File: src/rtl/ps2_host_tx_pkg.sv
// Shared definitions for the PS/2 host transmitter: FSM encodings, command bytes, frame builder.
package ps2_host_tx_pkg;

  // FSM state encodings (3-bit, kept as plain constants for legacy compatibility)
  localparam logic [2:0] StIdle     = 3'd0;
  localparam logic [2:0] StInhibit  = 3'd1;
  localparam logic [2:0] StRts      = 3'd2;
  localparam logic [2:0] StShift    = 3'd3;
  localparam logic [2:0] StAck      = 3'd4;
  localparam logic [2:0] StWaitIdle = 3'd5;

  // Common keyboard command / response bytes
  localparam logic [7:0] CmdReset  = 8'hFF;
  localparam logic [7:0] CmdSetLed = 8'hED;
  localparam logic [7:0] CmdEnable = 8'hF4;
  localparam logic [7:0] RspAck    = 8'hFA;

  // {stop, odd parity, data}; shifted out LSB first
  function automatic logic [9:0] build_frame(input logic [7:0] data);
    return {1'b1, ~^data, data};
  endfunction

endpackage

File: src/rtl/ps2_line_filter.sv
// One PS/2 line: 2-FF synchronizer, FilterLen-sample glitch filter and falling-edge detector.
module ps2_line_filter #(
  parameter int unsigned FilterLen = 8
) (
  input  logic clk,
  input  logic reset,
  input  logic line_i,
  output logic sync_o,
  output logic filt_o,
  output logic fall_o
);

  localparam int unsigned CntW = $clog2(FilterLen + 1);

  logic [1:0]      sync_q;
  logic            filt_q, filt_d;
  logic [CntW-1:0] cnt_q, cnt_d;
  logic            fall_q;

  // Filtered level flips only after FilterLen consecutive samples disagree with it
  always_comb begin
    filt_d = filt_q;
    cnt_d  = '0;
    if (sync_q[1] != filt_q) begin
      if (cnt_q == CntW'(FilterLen - 1)) begin
        filt_d = sync_q[1];
      end else begin
        cnt_d = cnt_q + 1'b1;
      end
    end
  end

  // Synchronizer, filter state and registered fall pulse; idle bus level is high
  always_ff @(posedge clk or posedge reset) begin
    if (reset) begin
      sync_q <= 2'b11;
      filt_q <= 1'b1;
      cnt_q  <= '0;
      fall_q <= 1'b0;
    end else begin
      sync_q <= {sync_q[0], line_i};
      filt_q <= filt_d;
      cnt_q  <= cnt_d;
      fall_q <= filt_q & ~filt_d;
    end
  end

  assign sync_o = sync_q[1];
  assign filt_o = filt_q;
  assign fall_o = fall_q;

endmodule

File: src/rtl/ps2_host_tx.sv
// PS/2 host-to-device transmitter: request-to-send, device-clocked shift-out, line-ack check.
module ps2_host_tx
  import ps2_host_tx_pkg::*;
#(
  parameter int unsigned ClkFreqHz     = 100_000_000,
  parameter int unsigned InhibitCycles = 10_000,
  parameter int unsigned TimeoutCycles = 1_500_000,
  parameter int unsigned FilterLen     = 8
) (
  input  logic       clk,
  input  logic       reset,
  input  logic [7:0] tx_data_i,
  input  logic       tx_valid_i,
  output logic       tx_ready_o,
  output logic       busy_o,
  input  logic       ps2_clk_i,
  input  logic       ps2_data_i,
  output logic       ps2_clk_oe_o,
  output logic       ps2_data_oe_o,
  output logic       tx_done_o,
  output logic       tx_err_o
);

  localparam int unsigned InhW = $clog2(InhibitCycles + 1);
  localparam int unsigned TmoW = $clog2(TimeoutCycles + 1);

  logic clk_sync, clk_filt, clk_fall;
  logic data_sync, data_filt, data_fall;

  ps2_line_filter #(.FilterLen(FilterLen)) u_clk_filter (
    .clk    (clk),
    .reset  (reset),
    .line_i (ps2_clk_i),
    .sync_o (clk_sync),
    .filt_o (clk_filt),
    .fall_o (clk_fall)
  );

  ps2_line_filter #(.FilterLen(FilterLen)) u_data_filter (
    .clk    (clk),
    .reset  (reset),
    .line_i (ps2_data_i),
    .sync_o (data_sync),
    .filt_o (data_filt),
    .fall_o (data_fall)
  );

  // Only the synchronized data level and the filtered clock are needed here
  logic unused_sigs;
  assign unused_sigs = ^{clk_sync, data_filt, data_fall, ClkFreqHz};

  logic [2:0]      state_q, state_d;
  logic [9:0]      frame_q, frame_d;
  logic [3:0]      bitcnt_q, bitcnt_d;
  logic [InhW-1:0] inh_q, inh_d;
  logic [TmoW-1:0] tmo_q, tmo_d, tmo_inc;
  logic            clk_oe_q, clk_oe_d;
  logic            data_oe_q, data_oe_d;
  logic            done_q, done_d;
  logic            err_q, err_d;
  logic            ready_q, ready_d;
  logic            busy_q, busy_d;
  logic            tmo_active;

  assign tmo_inc    = tmo_q + 1'b1;
  assign tmo_active = state_q inside {StShift, StAck, StWaitIdle};

  // Next-state, frame shifting and line-drive decisions
  always_comb begin
    state_d   = state_q;
    frame_d   = frame_q;
    bitcnt_d  = bitcnt_q;
    inh_d     = inh_q;
    tmo_d     = tmo_q;
    clk_oe_d  = clk_oe_q;
    data_oe_d = data_oe_q;
    done_d    = 1'b0;
    err_d     = 1'b0;

    unique case (state_q)
      StIdle: begin
        clk_oe_d  = 1'b0;
        data_oe_d = 1'b0;
        if (tx_valid_i && ready_q) begin
          frame_d  = build_frame(tx_data_i);
          bitcnt_d = '0;
          inh_d    = '0;
          tmo_d    = '0;
          clk_oe_d = 1'b1;
          state_d  = StInhibit;
        end
      end
      StInhibit: begin
        inh_d = inh_q + 1'b1;
        // Start bit goes out on the last cycle the clock is held low
        if (inh_q == InhW'(InhibitCycles - 2)) begin
          data_oe_d = 1'b1;
          state_d   = StRts;
        end
      end
      StRts: begin
        clk_oe_d = 1'b0;
        tmo_d    = '0;
        state_d  = StShift;
      end
      StShift: begin
        tmo_d = tmo_inc;
        if (clk_fall && (bitcnt_q < 4'd10)) begin
          tmo_d     = '0;
          data_oe_d = ~frame_q[bitcnt_q];
          bitcnt_d  = bitcnt_q + 1'b1;
          if (bitcnt_q == 4'd9) begin
            state_d = StAck;
          end
        end
      end
      StAck: begin
        tmo_d = tmo_inc;
        if (clk_fall) begin
          tmo_d = '0;
          if (!data_sync) begin
            state_d = StWaitIdle;
          end else begin
            err_d     = 1'b1;
            data_oe_d = 1'b0;
            state_d   = StIdle;
          end
        end
      end
      StWaitIdle: begin
        tmo_d = clk_fall ? '0 : tmo_inc;
        if (clk_filt && data_sync) begin
          done_d  = 1'b1;
          state_d = StIdle;
        end
      end
      default: begin
        clk_oe_d  = 1'b0;
        data_oe_d = 1'b0;
        state_d   = StIdle;
      end
    endcase

    // Device stalled: abandon the transfer and free both lines at once
    if (tmo_active && !clk_fall && (tmo_inc == TmoW'(TimeoutCycles))) begin
      clk_oe_d  = 1'b0;
      data_oe_d = 1'b0;
      done_d    = 1'b0;
      err_d     = 1'b1;
      state_d   = StIdle;
    end

    // Ready comes back the cycle after a done/err pulse
    ready_d = (state_d == StIdle) && !done_d && !err_d;
    busy_d  = (state_d != StIdle);
  end

  // State and registered outputs; reset releases the bus immediately
  always_ff @(posedge clk or posedge reset) begin
    if (reset) begin
      state_q   <= StIdle;
      frame_q   <= '0;
      bitcnt_q  <= '0;
      inh_q     <= '0;
      tmo_q     <= '0;
      clk_oe_q  <= 1'b0;
      data_oe_q <= 1'b0;
      done_q    <= 1'b0;
      err_q     <= 1'b0;
      ready_q   <= 1'b1;
      busy_q    <= 1'b0;
    end else begin
      state_q   <= state_d;
      frame_q   <= frame_d;
      bitcnt_q  <= bitcnt_d;
      inh_q     <= inh_d;
      tmo_q     <= tmo_d;
      clk_oe_q  <= clk_oe_d;
      data_oe_q <= data_oe_d;
      done_q    <= done_d;
      err_q     <= err_d;
      ready_q   <= ready_d;
      busy_q    <= busy_d;
    end
  end

  assign tx_ready_o    = ready_q;
  assign busy_o        = busy_q;
  assign ps2_clk_oe_o  = clk_oe_q;
  assign ps2_data_oe_o = data_oe_q;
  assign tx_done_o     = done_q;
  assign tx_err_o      = err_q;

endmodule

File: config.mk
export PLATFORM = sky130hd
export DESIGN_NAME = ps2_host_tx
export DESIGN_NICKNAME = d
export VERILOG_FILES = /design/src/rtl/ps2_host_tx_pkg.sv /design/src/rtl/ps2_line_filter.sv /design/src/rtl/ps2_host_tx.sv
export SDC_FILE = /design/constraint.sdc
export NUM_CORES = 1
export LEC_CHECK = 0
export CAP_MARGIN = 5
export CORE_MARGIN = 1
export CORE_UTILIZATION = 65
export DETAILED_ROUTE_END_ITERATION = 8
export GPL_TIMING_DRIVEN = 0
export PLACE_DENSITY = 0.85
export SYNTH_ARGS = -nofsm -noshare
export SYNTH_HDL_FRONTEND = slang
export SYNTH_SLANG_ARGS = --single-unit
File: constraint.sdc
create_clock -name clk -period 4.64 [get_ports clk]
set_input_delay 0.696 -clock clk [delete_from_list [all_inputs] [get_ports clk]]
set_output_delay 0.696 -clock clk [all_outputs]
set_load 0.02 [all_outputs]
Yosys cells after proc, flatten, opt, wreduce, memory -nomap -nowiden
Index checks and enable logic that the tools add are counted.

Bits in registers: 68. Input bits: 13. Word-level logic and storage cells: 109.

Bitwise logic cells: 3. Equality and inequality tests: 18. Add/sub/neg operators: 4. Muxes and demuxes: 40. Order comparisons: 2. Reductions and logical operators: 26.

Operators by type and width (count): 21-bit one-hot mux with 4 select lines (1); 21-bit two-way mux (3); 14-bit one-hot mux with 2 select lines (1); 3-bit two-way mux (8); 21-bit by 1-bit adder with 21-bit output (second input constant) (1); 21-bit equality test (second input constant) (1); 3-bit one-hot mux with 6 select lines (1); 1-bit two-way mux (17); 4-bit two-way mux (4); 14-bit by 1-bit adder with 14-bit output (second input constant) (1); 14-bit equality test (second input constant) (1); 14-bit two-way mux (1); 3-bit by 1-bit != test with 1-bit output (second input constant) (3); 4-bit by 1-bit adder with 4-bit output (second input constant) (2); 4-bit one-hot mux with 2 select lines (1); 8-bit XNOR reduction (1); 1-bit logical AND (7); 3-bit by 2-bit equality test with 1-bit output (second input constant) (2); 3-bit equality test (second input constant) (2); 3-bit logical NOT (2); 2-bit by 1-bit != test with 1-bit output (second input constant) (3); 2-bit AND reduction (3); 3-bit nonzero test (2); 4-bit by 5-bit less-than comparator with 1-bit output (second input constant) (1); other kinds (19) (24).

Longest topological paths before layout
Depth after elaboration: 8. Mapped depth: 9. Mapped depth without buffers: 7.

Modules after synthesis
Synthesis repeated with hierarchy kept, for this count alone.

Cells, all modules: 435. Area, all modules: 4038.9 µm².

Modules (own cells, without submodules): ps2_host_tx (area each 3408.3 µm², cells each 391, instances 1); ps2_line_filter (area each 315.3 µm², cells each 22, instances 2).

Worst setup path after synthesis
No wires, ideal clock.

Path kind: register -> register. From: register tmo_q[0]. To: register err_q, in the netlist tx_err_o. Stages on the path, launching flop included: 9. Buffers on the path: 1. Required time: 4.520 ns. Setup slack: 2.557 ns. Setup time: 0.120 ns. Arrival time: 1.963 ns. Path through: dfrtp_1 -> ha_1 -> and2_1 -> clkbuf_1 -> and3_1 -> and4_1 -> nor3_1 -> nor4_4 -> a41o_1.

Word-level cells in the longest chain between the ends: 4.

RTL lines: start, declared (RTL line ps2_host_tx.sv:56) `logic [TmoW-1:0] tmo_q, tmo_d, tmo_inc;`; start signal, assigned (RTL line ps2_host_tx.sv:177) `tmo_q <= tmo_d;`; 21-bit by 1-bit adder with 21-bit output (RTL line ps2_host_tx.sv:65) `assign tmo_inc = tmo_q + 1'b1;`; 21-bit equality test (RTL line ps2_host_tx.sv:145) `if (tmo_active && !clk_fall && (tmo_inc == TmoW'(TimeoutCycles))) begin`; 1-bit logical AND (RTL line ps2_host_tx.sv:145); 1-bit two-way mux (RTL line ps2_host_tx.sv:145); via err_d (RTL line ps2_host_tx.sv:60) `logic err_q, err_d;`; end signal, assigned (RTL line ps2_host_tx.sv:181) `err_q <= err_d;`; end, declared (RTL line ps2_host_tx.sv:60).

The timed path passes the listed nets, and every way through them passes these cells. A chain may end at the register's enable or synchronous reset.

Worst setup path in the final report
From: register tmo_q[0]. To: register busy_q, in the netlist busy_o.

Word-level cells in the longest chain between the ends: 5.

RTL lines: 21-bit by 1-bit adder with 21-bit output (RTL line ps2_host_tx.sv:65); 21-bit equality test (RTL line ps2_host_tx.sv:145); 1-bit logical AND (RTL line ps2_host_tx.sv:145); 3-bit two-way mux (RTL line ps2_host_tx.sv:145); 3-bit nonzero test (RTL line ps2_host_tx.sv:155) `busy_d = (state_d != StIdle);`; via busy_d (RTL line ps2_host_tx.sv:62) `logic busy_q, busy_d;`; end signal, assigned (RTL line ps2_host_tx.sv:183) `busy_q <= busy_d;`; end, declared (RTL line ps2_host_tx.sv:62).

The timed path passes the listed nets, and every way through them passes these cells.

==> impl_results.md <==
* Cells after synthesis at 406
* Most Crowded Layer GR: met2
* CTS tree: built
* Synth-to-layout area growth at 14.6%
* Max_cap viols at 0
* Hold Buf Count CTS at 0
* Met2 Usage GRT at 0.527
* Critical setup path kind: register to register
* Clock Skews at 8.80 ps
* Vias per cell at 6.31
* Gpl congestion at 0.934
* Final setup fails at 0
* # diodes at 0
* Hold slack at 358 ps
* DRT Pass-1 Iters at 6
* CP Buf/Inv Count at 0
* Die Wd at 77.5 um
* CP delay by family, top: simple AND/OR/NAND/NOR gates
* Worst setup EP type: register
* Setup TNS at 0 ps
* TritonCTS Buffers at 9
* Finished Cell Area at 4240 um2
* Pin slew with the least headroom to its limit at 870 ps
* I/O pins at 19
* Sw Share at 0.222
* PwrDens at 309 nW/um2
* RSZ-0062 raised after global routing: no
* Row Count at 27
* Sequential area share after synthesis at 0.461
* CP max-delay cell: nor4_4
* #FFs+latches synth at 68
* Drt wl/cell at 16.3 um
* Max incr delay on CP at 490 ps
* Critical-path maximum fanout at 8
* Post-DP Area at 3990 um2
* Slew Limit Fails at 0
* Residual DRC at 0
* Netlist cell types at 52
* Maximum clock rate at 402 MHz
* Routing usage on met3 at 0.0494
* Worst hold path class: register to register
* Leakage at 0.00194 uW
* Worst EP arrival at 2700 ps
* Ratio of final minimum period to clock period at 0.536
* DRT antenna net count at 0
* Layout cells sized above 1 at 0.0975
* Largest net degree at the start of global routing at 42
* Final hold violations at 0
* Synth Flop Type: dfrtp_1
* Grt ovf at 0
* Post-Syn Area at 3700 um2
* Fin nets at 455
* Mapped Avg Cell Area at 9.12 um2
* Initial antenna violation count at 0
* Relative slew slack at 0.419
* Worst-case vdd ir drop at 0.208 mV
* First-pass GRT wire length at 14.6 mm
* Setup bufs post-CTS at 0
* Post-synth EDFFs at 0
* GRT Total Usage at 0.309
* CP Launch Type: register
* Worst skew pair latency at 360 ps
* Met1 usage at 0.384
* Via Count at 3239
* Crit-path cells: ha_1, nand4_1, nor4_2, and4_1, o21ai_2, nor4_4, nor2_1
* CTS max path bufs at 2
* Placeable Area at 5510 um2
* Power share of the sequential group at 0.480
* Vias in the first global route at 3174
* Synth warn at 0
* Synth Net Count at 425
* Worst Path Required at 4860 ps
* Clock input transition at the sequential cells of the worst setup and hold paths at 80 ps
* Comb pwr share at 0.054
* Die height at 77.5 um
* Clk pwr share at 0.466
* Switch Pwr at 290 uW
* Int Pwr at 1020 uW
* Status: finished clean
* Iter 0 DRT Violations at 262
* Htree depth at 3
* Root Buffer: clkbuf_8
* Hpwl dp at 5.73 mm
* CTS sink count at 68
* PostCTS Resize Cnt at 0
* Die area at 6000 um2
* Final wirelength at 8.38 mm
* Async set-reset flop share out of synthesis at 1.00
* Number of port buffers at 18
* Initial core utilization at 0.673
* Tmin final at 2490 ps
[per-stage QoR]
| stage | setup WS (ps) | instances | utilization | power, uW |
|---|---|---|---|---|
| floorplan | 2240 | 406 | - | 682 |
| global route | 2000 | 513 | 0.771 | 1340 |
| finish | 2150 | 513 | 0.771 | 1310 |
| global placement | 1200 | 496 | 0.722 | 704 |
| detailed placement | 2190 | 497 | 0.725 | 711 |
| CTS | 2180 | 513 | 0.771 | 1310 |
[registers in the layout, indices dropped and copies added (netlist names)]
| register | count |
|---|---|
| inh_q | 14 |
| u_clk_filter.cnt_q | 4 |
| ps2_clk_oe_o | 1 |
| ps2_data_oe_o | 1 |
| u_clk_filter.fall_o | 1 |
| state_q | 3 |
| u_data_filter.sync_q | 2 |
| tx_err_o | 1 |
| tx_ready_o | 1 |
| tmo_q | 21 |
| u_clk_filter.filt_o | 1 |
| bitcnt_q | 4 |
| frame_q | 10 |
| busy_o | 1 |
| tx_done_o | 1 |
| u_clk_filter.sync_q | 2 |
[cell families after synthesis]
| family | synth area share |
|---|---|
| simple gates | 0.249 |
| flops | 0.461 |
| buf+inv | 0.0368 |
| mux | 0.0399 |
| compound gates | 0.147 |
| xor+xnor | 0.0449 |
| fa+ha+maj | 0.0203 |
[worst paths after layout]
path | startpoint | end | slack [ps] | cells past startpoint
setup / recovery | tmo_q[0]$_DFFE_PP0P_ | busy_o$_DFF_PP0_ | 2150 | 7
hold / removal | u_data_filter.sync_q[0]$_DFF_PP1_ | u_data_filter.sync_q[1]$_DFF_PP1_ | 360 | 0
setup reg to reg | tmo_q[0]$_DFFE_PP0P_ | busy_o$_DFF_PP0_ | 2150 | 7
hold reg to reg | u_data_filter.sync_q[0]$_DFF_PP1_ | u_data_filter.sync_q[1]$_DFF_PP1_ | 360 | 0
max in group asynchronous | reset | tx_ready_o$_DFF_PP1_ | 3080 | 3
min in group asynchronous | reset | u_clk_filter.cnt_q[1]$_DFF_PP0_ | 840 | 2
[final cells by class]
class                   instances  area (um2)
flip-flops and latches         68        1710
well taps                      72        90.1
clock buffers                  10         138
multi-input cells             304        1860
clock inverters                 6         111
inverters                      10        37.5
repair buffers                 19         200
plain buffers                  24        98.8
fillers                       385        1260
[power groups by stage]
stage                     clock network, uW  logic (uW)  registers (uW)
after floorplan                           0        47.4             635
after global placement                    0        66.1             638
after detailed placement                  0        72.1             639
after CTS                               609        72.8             628
after global routing                    626        83.0             631
final                                   610        71.3             629
[placed cells by master, fill, tap and decap left out, drive strengths merged, types with 9 or more instances in the layout]
cell and count:
o31ai 16, clkdlybuf4s50 18, inv 10, xnor2 13, nor4 9, o21ai 39, nor3 9, nand3 22
nand2 66, nand4 12, nor2 29, a21oi 10, dfrtp 62, clkbuf 27
[cell usage after synthesis (2+ instances only)]
| cell type | number | area [um2] |
|---|---|---|
| inv_1 | 10 | 37.5 |
| nor4_2 | 2 | 25.0 |
| and4_1 | 3 | 26.3 |
| xnor2_1 | 13 | 114 |
| clkbuf_1 | 17 | 63.8 |
| nor3_1 | 9 | 45.0 |
| dfrtp_1 | 62 | 1550 |
| a31oi_1 | 5 | 31.3 |
| mux4_2 | 2 | 45.0 |
| nor2_1 | 29 | 109 |
| mux2i_1 | 8 | 80.1 |
| o22ai_1 | 2 | 12.5 |
| nor4_1 | 6 | 37.5 |
| a311oi_1 | 2 | 17.5 |
| o211ai_1 | 3 | 22.5 |
| nand2b_1 | 3 | 18.8 |
| o31ai_1 | 16 | 120 |
| nand4_1 | 11 | 68.8 |
| o41ai_1 | 2 | 17.5 |
| o21ai_0 | 38 | 190 |
| nor3b_1 | 2 | 15.0 |
| a21oi_1 | 10 | 50.1 |
| nand3_1 | 21 | 105 |
| and3_1 | 6 | 37.5 |
| ha_1 | 6 | 75.1 |
| mux2_2 | 2 | 22.5 |
| dfstp_2 | 6 | 158 |
| and2_1 | 3 | 18.8 |
| buf_2 | 7 | 35.0 |
| o21a_1 | 2 | 15.0 |
| nand2_1 | 66 | 248 |
| xor2_1 | 6 | 52.6 |
| nor2b_1 | 7 | 43.8 |
[routing by layer]
layer  wire [um]  vias up
met4         182        0
met5           0        -
met1        3540     1584
met2        4200      127
li1            -     1505
met3         459       23
No activity file was read; power rests on OpenSTA's default activity.
